$ cat config.mk
export PLATFORM = sky130hd
export DESIGN_NAME = param_sample_buffer
export DESIGN_NICKNAME = d
export VERILOG_FILES = /design/src/rtl/param_sample_buffer.sv
export SDC_FILE = /design/constraint.sdc
export NUM_CORES = 1
export LEC_CHECK = 0
export ABC_AREA = 1
export CAP_MARGIN = 20
export CELL_PAD_IN_SITES_DETAIL_PLACEMENT = 0
export CELL_PAD_IN_SITES_GLOBAL_PLACEMENT = 1
export CORE_MARGIN = 4
export CORE_UTILIZATION = 35
export CTS_CLUSTER_DIAMETER = 100
export DETAILED_ROUTE_END_ITERATION = 12
export PLACE_DENSITY = 0.74
export SYNTH_ARGS = -nofsm -noshare
export SYNTH_HDL_FRONTEND = slang
export SYNTH_SLANG_ARGS = --single-unit
$ cat constraint.sdc
create_clock -name clk -period 2.01 [get_ports clk]
set_clock_uncertainty 0.05 [all_clocks]
set_input_delay 0.201 -clock clk [delete_from_list [all_inputs] [get_ports clk]]
set_output_delay 0.201 -clock clk [all_outputs]
set_load 0.02 [all_outputs]
$ cat src/rtl/param_sample_buffer.sv
// param_sample_buffer: first-word fall-through sample buffer with drop accounting.
// The upstream generator has no backpressure, so a sample arriving while the
// buffer is full (and nothing leaves that cycle) is discarded. Each discard
// sets a sticky overflow flag and bumps a saturating 8-bit drop counter.
module param_sample_buffer #(
   parameter int WIDTH = 8,   // sample width in bits (1..64)
   parameter int DEPTH = 8    // entries, power of two, >= 2
) (
   input  logic                       clk,
   input  logic                       reset_n,
   input  logic [WIDTH-1:0]           in_data,
   input  logic                       in_valid,
   input  logic                       clear,
   output logic [WIDTH-1:0]           out_data,
   output logic                       out_valid,
   input  logic                       out_ready,
   output logic [$clog2(DEPTH+1)-1:0] count,
   output logic                       full,
   output logic                       empty,
   output logic                       overflow,
   output logic [7:0]                 drop_count
);

   localparam int AW = $clog2(DEPTH);
   localparam int CW = $clog2(DEPTH+1);

   logic [WIDTH-1:0] mem [DEPTH];
   logic [AW-1:0]    wr_ptr;
   logic [AW-1:0]    rd_ptr;
   logic [CW-1:0]    count_q;
   logic             overflow_q;
   logic [7:0]       drop_q;

   logic             pop_en;
   logic             push_en;
   logic             drop_en;

   // Status is decoded from the registered count only, so nothing on the
   // output side ever depends combinationally on in_valid.
   assign empty     = (count_q == '0);
   assign full      = (count_q == CW'(DEPTH));
   assign out_valid = !empty;
   assign out_data  = mem[rd_ptr];
   assign count     = count_q;
   assign overflow  = overflow_q;
   assign drop_count = drop_q;

   // A pop frees a slot in the same cycle, so a full buffer can still accept
   // a sample when downstream is reading.
   assign pop_en  = out_valid && out_ready;
   assign push_en = in_valid && (!full || pop_en);
   assign drop_en = in_valid && full && !pop_en;

   // Control state: pointers, occupancy and overflow accounting.
   // NOTE: sequential state uses non-blocking (<=) so every register samples
   // the pre-edge values regardless of statement order.
   always_ff @(posedge clk or negedge reset_n) begin
      if (!reset_n) begin
         wr_ptr     <= '0;
         rd_ptr     <= '0;
         count_q    <= '0;
         overflow_q <= 1'b0;
         drop_q     <= '0;
      end else if (clear) begin
         // Flush wins over any push, pop or drop in the same cycle.
         wr_ptr     <= '0;
         rd_ptr     <= '0;
         count_q    <= '0;
         overflow_q <= 1'b0;
         drop_q     <= '0;
      end else begin
         // Pointers are exactly log2(DEPTH) bits, so they wrap naturally.
         if (push_en) begin
            wr_ptr <= wr_ptr + AW'(1);
         end
         if (pop_en) begin
            rd_ptr <= rd_ptr + AW'(1);
         end
         case ({push_en, pop_en})
            2'b10:   count_q <= count_q + CW'(1);
            2'b01:   count_q <= count_q - CW'(1);
            default: count_q <= count_q;
         endcase
         if (drop_en) begin
            overflow_q <= 1'b1;
            if (drop_q != 8'hFF) begin
               drop_q <= drop_q + 8'd1;
            end
         end
      end
   end

   // Sample storage write port.
   // NOTE: the storage array has no reset; validity is tracked entirely by the
   // pointers and count, which keeps the array mappable to plain RAM.
   always_ff @(posedge clk) begin
      if (push_en && !clear && reset_n) begin
         mem[wr_ptr] <= in_data;
      end
   end

endmodule

==> results of run 1 <==
routing by layer:
layer  share of wire  up-vias  track usage
met5               0        -            0
met4          0.0063        0       0.0414
met3           0.046        4       0.0304
met2            0.48       66        0.208
met1            0.47     1220        0.177
li1                -     1279            -
metrics by stage:
stage | std cells | hold WS, ns | worst slack [ns]
floorplan | 334 | -0.145 | 0.0408
global placement | 518 | 0.478 | 0.0661
detailed placement | 518 | 0.479 | 0.00212
CTS | 534 | 0.265 | 0.00817
global route | 536 | 0.299 | -0.0413
finish | 536 | 0.268 | 0.0591
path summary, 6_finish.rpt:
check	slack (ns)	endpoint	startpoint
max reg2reg	0.18	count[3]	count[0]
max	0.06	out_data[1]	rd_ptr[0]
max in group asynchronous	1.41	count[1]	reset_n
min reg2reg	0.50	overflow	overflow
min in group clk	0.50	overflow	overflow
min	0.27	rd_ptr[2]	reset_n
cell type report:
cell class | instances | share of cell area
Timing Repair Buffer | 62 | 0.127
Inverter | 24 | 0.0193
Clock inverter | 7 | 0.0113
Sequential cell | 83 | 0.514
Multi-Input combinational cell | 215 | 0.265
Clock buffer | 9 | 0.0265
Tap cell | 136 | 0.0365
Yosys cell counts (5+ instances only):
cell type | n | area (µm²)
nand3_2 | 6 | 60.1
o21ai_2 | 6 | 52.6
ha_1 | 5 | 62.6
mux2i_1 | 8 | 80.1
nand2_2 | 6 | 37.5
o21ai_0 | 19 | 95.1
edfxtp_1 | 64 | 1920
o32ai_1 | 8 | 70.1
nand2_1 | 66 | 248
o22ai_1 | 8 | 50.1
inv_1 | 19 | 71.3
dfrtp_1 | 19 | 475
nor2_1 | 45 | 169
nand3_1 | 9 | 45.0
buf_2 | 5 | 25.0
cells by family (layout without fill, tap and decap cells):
| group | after synthesis | in the layout |
|---|---|---|
| AOI/OAI and AO/OA | 50 | 50 |
| xor gates and xnor gates | 4 | 4 |
| adders and majority gates | 6 | 6 |
| buffers and inverters | 36 | 102 |
| DFF | 83 | 83 |
| muxes | 8 | 8 |
| and+or+nand+nor | 147 | 147 |
power by group through the flow:
stage | logic (µW) | registers, µW | clock network [µW]
global placement | 1680 | 2040 | 0
CTS | 1630 | 2000 | 1100
floorplan | 962 | 2070 | 0
detailed placement | 1700 | 2040 | 0
global route | 1880 | 2030 | 1180
finish | 1710 | 2020 | 1070
registers in the layout, summed over array words and instances, names as in the netlist:
register,count
wr_ptr,3
mem,64
count,4
drop_count,8
overflow,1
rd_ptr,3
worst max-delay path, delay by kind of cell, from the launching register on:
family,cells,cell delay [ns]
AND/OR/NAND/NOR,2,0.12
buffers and inverters,3,0.47
AO/OA/AOI/OAI,2,0.30
flip-flops,1,0.46
repair_timing:
action                                  CTS  global route
buffers inserted                          0             1
cloned                                    0             1
endpoints found under the setup margin   11             8
resized for setup                        30            20
pin swaps                                 0             1
hold buffers                              0             0
==> impl_metrics.json, run 1 <==
{
  "grt_antenna_before_repair": 0,
  "synthAdderAreaFrac": 0.0219,
  "finalPower_uw": 4800,
  "wirelength_um": 8110,
  "final_core_utilization": 0.448,
  "postRouteAntennaNets": 0,
  "r2r_cells": 11,
  "clock-sinks": 83,
  "p_sw_uw": 1700,
  "synth_seq_cells": 83,
  "worstSetupEndpointType": "primary output",
  "tightest_slew_ns": 0.369,
  "grt_pass1_vias": 2593,
  "synth_compound_area_frac": 0.0866,
  "cpPeakStageDelay_ns": 0.46,
  "seq_area_um2": 2400,
  "clock_path_buffers": 2,
  "avgSynthCellArea_um2": 11.3,
  "cts-buffers-inserted": 9,
  "fp.dieArea_um2": 12500,
  "power_frac_comb": 0.356,
  "vias": 2569,
  "synth_top_family_by_area": "simple AND/OR/NAND/NOR gates",
  "wl_per_cell_um": 15.1,
  "multi_input_area_um2": 1240,
  "drv_slew": 0,
  "setup_violations": 0,
  "core_um2": 10400,
  "initial_core_util": 0.362,
  "firstDrtPassIters": 4,
  "sw_frac_of_total": 0.354,
  "dr.first_iter.drc_count": 143,
  "critPathLaunchType": "flip-flop",
  "cts_root_buf": "clkbuf_8",
  "period_share": 0.971,
  "htree_levels": 3,
  "syn2layout_area_growth_pct": 23.7,
  "max_freq_ghz": 0.513,
  "hold_viol_final": 0,
  "nNetsFinal": 414,
  "path_cells": "buf_12, clkbuf_16, o21ai_0, o32ai_1, nand2_1, nand2_1, buf_2",
  "maxCapViolCount": 0,
  "pin_count": 37,
  "power_frac_clock": 0.224,
  "rows": 37,
  "cts_tree": "built",
  "crit_type": "flip-flop to primary output",
  "synthSimpleGateAreaFrac": 0.184,
  "synth_mux_area_frac": 0.0212,
  "yosysWarnings": 0,
  "grt_pass1_wl_um": 13000,
  "gr-total-overflow": 0,
  "path_clk_slew_ns": 0.09,
  "fillers": 985,
  "placed_cell_area_um2": 4450,
  "antenna_cells": 0,
  "grt_start_max_net_pins": 34,
  "p_int_uw": 3100,
  "drc_errors": 0,
  "power_density_nw_per_um2": 1030,
  "p_leak_uw": 0.00182,
  "period_needed_ns": 1.95,
  "grt_usage": 0.131,
  "critPathRequiredTime_ns": 1.76,
  "synth_area_um2": 3770,
  "ys_seq_area_frac": 0.635,
  "layout_common_cells": "nand2_1, edfxtp_1, nor2_1, clkdlybuf4s50_1, buf_4",
  "tns_ns": 0,
  "drive_gt1_frac": 0.223,
  "crit_path_frequent_cell": "nand2_1",
  "post_drt_via_cell_ratio": 4.79,
  "synth_xor_area_frac": 0.00929,
  "crit_path_top_delay_cell": "dfrtp_2",
  "outcome": "finished, final reports clean",
  "design_area_um2": 4670,
  "synthesis.nets": 353,
  "crit_fanout": 16,
  "clk_latency_ns": 0.34,
  "die_y_um": 112,
  "peakVddDrop_uv": 554,
  "rsz0062_at_grt": "yes",
  "synth_edf_count": 64,
  "min_path_type": "input pin to async pin",
  "async_flop_share": 0.229,
  "numPortBuffers": 36,
  "final_common_cell": "nand2_1",
  "synth_cells": 334,
  "ys.flop_type": "edfxtp_1",
  "dp_hpwl_um": 5540,
  "gp_congestion": 0.785,
  "arrival_ns": 1.70,
  "synth.distinct_cells": 34,
  "relSlewSlack": 0.752,
  "die_w_um": 112,
  "p_seq_frac": 0.420
}
(Power assumes the default switching activity.)
==> run 2, diff against run 1 <==
Clock period 2.01 ns to 1.9 ns, I/O delays scaled along.
==> run 2 against run 1 <==
The run now ends with setup timing left. Sequential power increased by 5%. Utilization grew 1.4 points. First-iteration DRC count is 31% higher. Power is 14% higher. Design area grew 3.0%. Sequential share of layout area is 1.6 points lower. Worst setup slack lost 0.071 ns. Combinational power up 18%. Critical path type unchanged. Largest power group unchanged. Highest routed layer unchanged.
==> impl_metrics.json, run 2 (synthesis results as in run 1) <==
{
  "crit_type": "flip-flop to primary output",
  "initial_core_util": 0.362,
  "dr.first_iter.drc_count": 188,
  "path_clk_slew_ns": 0.08,
  "path_cells": "buf_12, clkbuf_16, o21ai_0, o32ai_1, nand2_1, nand2_1, buf_4",
  "numPortBuffers": 36,
  "crit_fanout": 7,
  "postRouteAntennaNets": 0,
  "clock-sinks": 83,
  "clock_path_buffers": 2,
  "largest-register": "mem",
  "min_path_type": "input pin to async pin",
  "maxCapViolCount": 0,
  "arrival_ns": 1.67,
  "final_core_utilization": 0.462,
  "drc_errors": 0,
  "cts_root_buf": "clkbuf_8",
  "post-place-cells": 524,
  "clk_latency_ns": 0.34,
  "sw_frac_of_total": 0.327,
  "relSlewSlack": 0.754,
  "crit_path_frequent_cell": "nand2_1",
  "drive_gt1_frac": 0.236,
  "finalPower_uw": 5470,
  "layout_common_cells": "nand2_1, edfxtp_1, nor2_1, buf_4, clkdlybuf4s50_1",
  "core_um2": 10400,
  "cts-buffers-inserted": 9,
  "critPathRequiredTime_ns": 1.66,
  "period_share": 1.01,
  "fin_ws_ns": -0.0119,
  "fin_cells": 543,
  "grt_pass1_wl_um": 12800,
  "gr-total-overflow": 0,
  "crit_path_top_delay_cell": "dfrtp_2",
  "final_common_cell": "nand2_1",
  "cts_tree": "built",
  "fp.dieArea_um2": 12500,
  "grt_antenna_before_repair": 0,
  "power_frac_clock": 0.246,
  "gp_congestion": 0.787,
  "p_int_uw": 3680,
  "p_sw_uw": 1790,
  "syn2layout_area_growth_pct": 27.5,
  "outcome": "finished with violations",
  "htree_levels": 3,
  "die_y_um": 112,
  "p_leak_uw": 0.00190,
  "pin_count": 37,
  "vias": 2590,
  "drv_slew": 0,
  "setup_violations": 2,
  "cts_hold_buf": 0,
  "die_w_um": 112,
  "wl_per_cell_um": 14.9,
  "failed_checks": "setup timing",
  "dp_hpwl_um": 5530,
  "tns_ns": -0.0166,
  "nNetsFinal": 421,
  "p_seq_frac": 0.387,
  "grt_start_max_net_pins": 34,
  "largest_register_ffs": 64,
  "tightest_slew_ns": 0.367,
  "peakVddDrop_uv": 674,
  "max_freq_ghz": 0.523,
  "rsz0062_at_grt": "yes",
  "worstSetupEndpointType": "primary output",
  "period_needed_ns": 1.91,
  "antenna_cells": 0,
  "hold_viol_final": 0,
  "wirelength_um": 8100,
  "place_ws_ns": -0.0690,
  "power_density_nw_per_um2": 1140,
  "post_drt_via_cell_ratio": 4.77,
  "firstDrtPassIters": 4,
  "critPathLaunchType": "flip-flop",
  "cpPeakStageDelay_ns": 0.46,
  "grt_pass1_vias": 2542,
  "grt_usage": 0.129,
  "power_frac_comb": 0.367,
  "rows": 37
}
==> run 2: changes by cell type in the layout (fill, tap and decap cells not counted), moves of 2 or more <==
cell       previous run  this run
dfrtp_2               3         1
o32ai_2               1         3
o21ai_0              16        13
nor2_1               45        42
o32ai_1               7         5
dfrtp_1              16        18
clkbuf_1              0         2
clkinv_4              3         1
o21ai_1               5         9
buf_2                 6         0
nor2_2                1         4
buf_6                 2         6
bufinv_16             0         2
buf_4                21        30
==> run 2: power groups by stage <==
| stage | sequential, µW | clock (µW) | combinational, µW |
|---|---|---|---|
| floorplan | 2200 | 0 | 1040 |
| global placement | 2140 | 0 | 1860 |
| detailed placement | 2150 | 0 | 1880 |
| CTS | 2110 | 1380 | 1830 |
| global route | 2130 | 1480 | 2180 |
| finish | 2120 | 1340 | 2010 |
==> run 2: final timing paths <==
check                               start           to  slack, ns  cells after the start
worst min register to register   overflow     overflow       0.50                      2
worst min-delay path              reset_n    wr_ptr[2]       0.28                      2
min in group clk                 overflow     overflow       0.50                      2
max in group asynchronous         reset_n    rd_ptr[0]       1.28                      2
worst max-delay path            rd_ptr[0]  out_data[6]      -0.01                      7
worst max register to register   count[1]     count[2]       0.12                      9
==> run 2: metrics by stage <==
stage | hold slack [ns] | area, µm²
after floorplan | -0.156 | 3780
after global placement | 0.476 | 4510
after detailed placement | 0.481 | 4510
after CTS | 0.278 | 4710
after global routing | 0.287 | 4810
final | 0.283 | 4810
==> run 2: critical path: cells and delay by family (launching register included) <==
family,cells,cell delay [ns]
AOI/OAI and AO/OA,2,0.26
DFF,1,0.46
and+or+nand+nor,2,0.14
buffers and inverters,3,0.46
==> run 2: cell type report <==
| class | instances | area, µm² |
|---|---|---|
| Clock buffer | 11 | 131 |
| Multi-Input combinational cell | 215 | 1260 |
| Inverter | 24 | 90.1 |
| Tap cell | 136 | 170 |
| Timing Repair Buffer | 69 | 678 |
| Sequential cell | 83 | 2400 |
| Clock inverter | 5 | 78.8 |
| Fill cell | 960 | 5610 |
==> run 2: what timing repair did <==
item                                    in CTS  in global routing
endpoints found under the setup margin      10                 10
resized for setup                           30                 33
hold endpoints to repair                     0                  0
buffers inserted                             0                  1
pin swaps                                    0                  5
gates cloned                                 0                  2
==> run 2: routing by layer <==
metal / part of all wire / up-vias / routed length, µm / global-route usage
li1: - / 1295 / - / -
met1: 0.48 / 1225 / 3860 / 0.171
met2: 0.47 / 61 / 3840 / 0.211
met3: 0.039 / 9 / 320 / 0.0272
met4: 0.0095 / 0 / 77 / 0.0414
met5: 0 / - / 0 / 0
==> run 3, diff against run 2 <==
Settings changed: CORE_ASPECT_RATIO from default to 1.5.
==> run 3 against run 2 <==
The flow now finishes without violations. Non-clock buffer count rose by 1. Register-to-register slack improved by 0.02 ns. Clock-buffer cell count fell by 1. Sequential share of layout area fell by 1.7 points. Utilization rose by 1.2 points.
==> impl_metrics.json, run 3 (synthesis results as in run 1) <==
{
  "outcome": "finished, final reports clean",
  "syn2layout_area_growth_pct": 32.1,
  "clock-sinks": 83,
  "path_cells": "clkinv_4, buf_12, buf_6, nor2_4, o32ai_2, nand2_1, nand2_1, buf_6",
  "crit_fanout": 7,
  "htree_levels": 3,
  "wirelength_um": 8090,
  "final_common_cell": "nand2_1",
  "relSlewSlack": 0.764,
  "fp.dieArea_um2": 12500,
  "postCtsSetupBuffers": 0,
  "grt_pass1_vias": 2659,
  "crit_type": "flip-flop to primary output",
  "reg2reg_slack_ns": 0.14,
  "nNetsFinal": 422,
  "hold_ws_ns": 0.287,
  "path_clk_slew_ns": 0.06,
  "drv_slew": 0,
  "max_freq_ghz": 0.529,
  "grt_usage": 0.140,
  "layout_common_cells": "nand2_1, edfxtp_1, nor2_1, buf_4, clkdlybuf4s50_1",
  "postRouteAntennaNets": 0,
  "post_drt_via_cell_ratio": 4.71,
  "fin_cells": 552,
  "worstSetupEndpointType": "primary output",
  "cpLargestDelayFamily": "buffers and inverters",
  "rsz0062_at_grt": "yes",
  "critPathLaunchType": "flip-flop",
  "cts-buffers-inserted": 9,
  "clk_latency_ns": 0.33,
  "p_leak_uw": 0.00195,
  "cts_hold_buf": 0,
  "min_path_type": "input pin to async pin",
  "worstReg2RegStart": "count[0]",
  "period_share": 0.996,
  "gp_congestion": 0.743,
  "arrival_ns": 1.65,
  "finalPower_uw": 6040,
  "maxCapViolCount": 0,
  "numPortBuffers": 36,
  "r2r_cells": 9,
  "post-place-cells": 534,
  "hold_viol_final": 0,
  "antenna_cells": 0,
  "initial_core_util": 0.358,
  "r2r-end": "count[2]",
  "dp_hpwl_um": 5560,
  "vias": 2598,
  "grt_start_max_net_pins": 23,
  "drive_gt1_frac": 0.255,
  "critPathRequiredTime_ns": 1.66,
  "rows": 46,
  "peakVddDrop_uv": 912,
  "period_needed_ns": 1.89,
  "clock_path_buffers": 2,
  "crit_path_top_delay_cell": "dfrtp_2",
  "grt_antenna_before_repair": 0,
  "pin_count": 37,
  "wl_per_cell_um": 14.6,
  "cpPeakStageDelay_ns": 0.49,
  "placed_cell_area_um2": 4530,
  "die_y_um": 135,
  "dr.first_iter.drc_count": 94,
  "firstDrtPassIters": 4,
  "drc_errors": 0,
  "tightest_slew_ns": 0.354,
  "largest_register_ffs": 64,
  "cts_tree": "built",
  "setup_violations": 0,
  "core_um2": 10500,
  "largest-register": "mem",
  "grt_pass1_wl_um": 13500,
  "tns_ns": 0,
  "power_density_nw_per_um2": 1210,
  "design_area_um2": 4980,
  "die_w_um": 92.8,
  "gr-total-overflow": 0,
  "fillers": 977,
  "cts_root_buf": "clkbuf_16",
  "critical_path_buf_inv_count": 4
}
[run 3: cell types whose count changed in the layout (fill, tap and decap cells not counted), moves of 3 or more]
cell,change
clkbuf_8,-9
clkbuf_16,+10
o21ai_0,+6
nor2_1,-3
o21ai_1,-6
[run 3: worst max-delay path by stage]
| stage | from | endpoint | slack, ns | cells after the start |
|---|---|---|---|---|
| 6_report | rd_ptr[0] | out_data[1] | 0.008 | 8 |
| 5_1_grt | rd_ptr[0] | out_data[1] | -0.1 | 8 |
| 4_1_cts | rd_ptr[0] | out_data[0] | -0.06 | 6 |
| 3_5_place_dp | rd_ptr[0] | out_data[0] | -0.09 | 6 |
| 3_3_place_gp | rd_ptr[0] | out_data[0] | -0.07 | 6 |
| 2_1_floorplan | count[3] | count[3] | 0.01 | 11 |
[run 3: repair_timing]
action,in CTS,in global routing
cloned,0,2
endpoints found under the setup margin,10,10
pin swaps,0,5
gates resized for setup,36,32
[run 3: where the power goes]
group | internal (µW) | switching (µW) | total (µW)
sequential | 2040 | 100 | 2140
combinational | 969 | 1110 | 2080
clock | 1150 | 672 | 1820
[run 3: layer usage]
metal / vias to the layer above / share of wire / GRT usage
li1: 1306 / - / -
met5: - / 0 / 0
met4: 0 / 0.019 / 0.0489
met3: 13 / 0.039 / 0.0367
met2: 60 / 0.53 / 0.239
met1: 1219 / 0.41 / 0.170
[run 3: metrics by stage]
step                setup WS [ns]   util
floorplan                  0.0125      -
finish                    0.00796  0.473
detailed placement        -0.0857  0.431
global placement          -0.0651  0.431
global route              -0.0978  0.473
CTS                       -0.0573  0.461
[run 3: area by class of cell]
type | count | area (µm²) | share of cell area
inverter | 24 | 95.1 | 0.0191
tap | 144 | 180 | 0.0361
clock inverter | 6 | 90.1 | 0.0181
clock buffer | 10 | 229 | 0.0459
multi-input combinational | 215 | 1290 | 0.259
sequential | 83 | 2400 | 0.482
timing repair buffer | 70 | 698 | 0.140
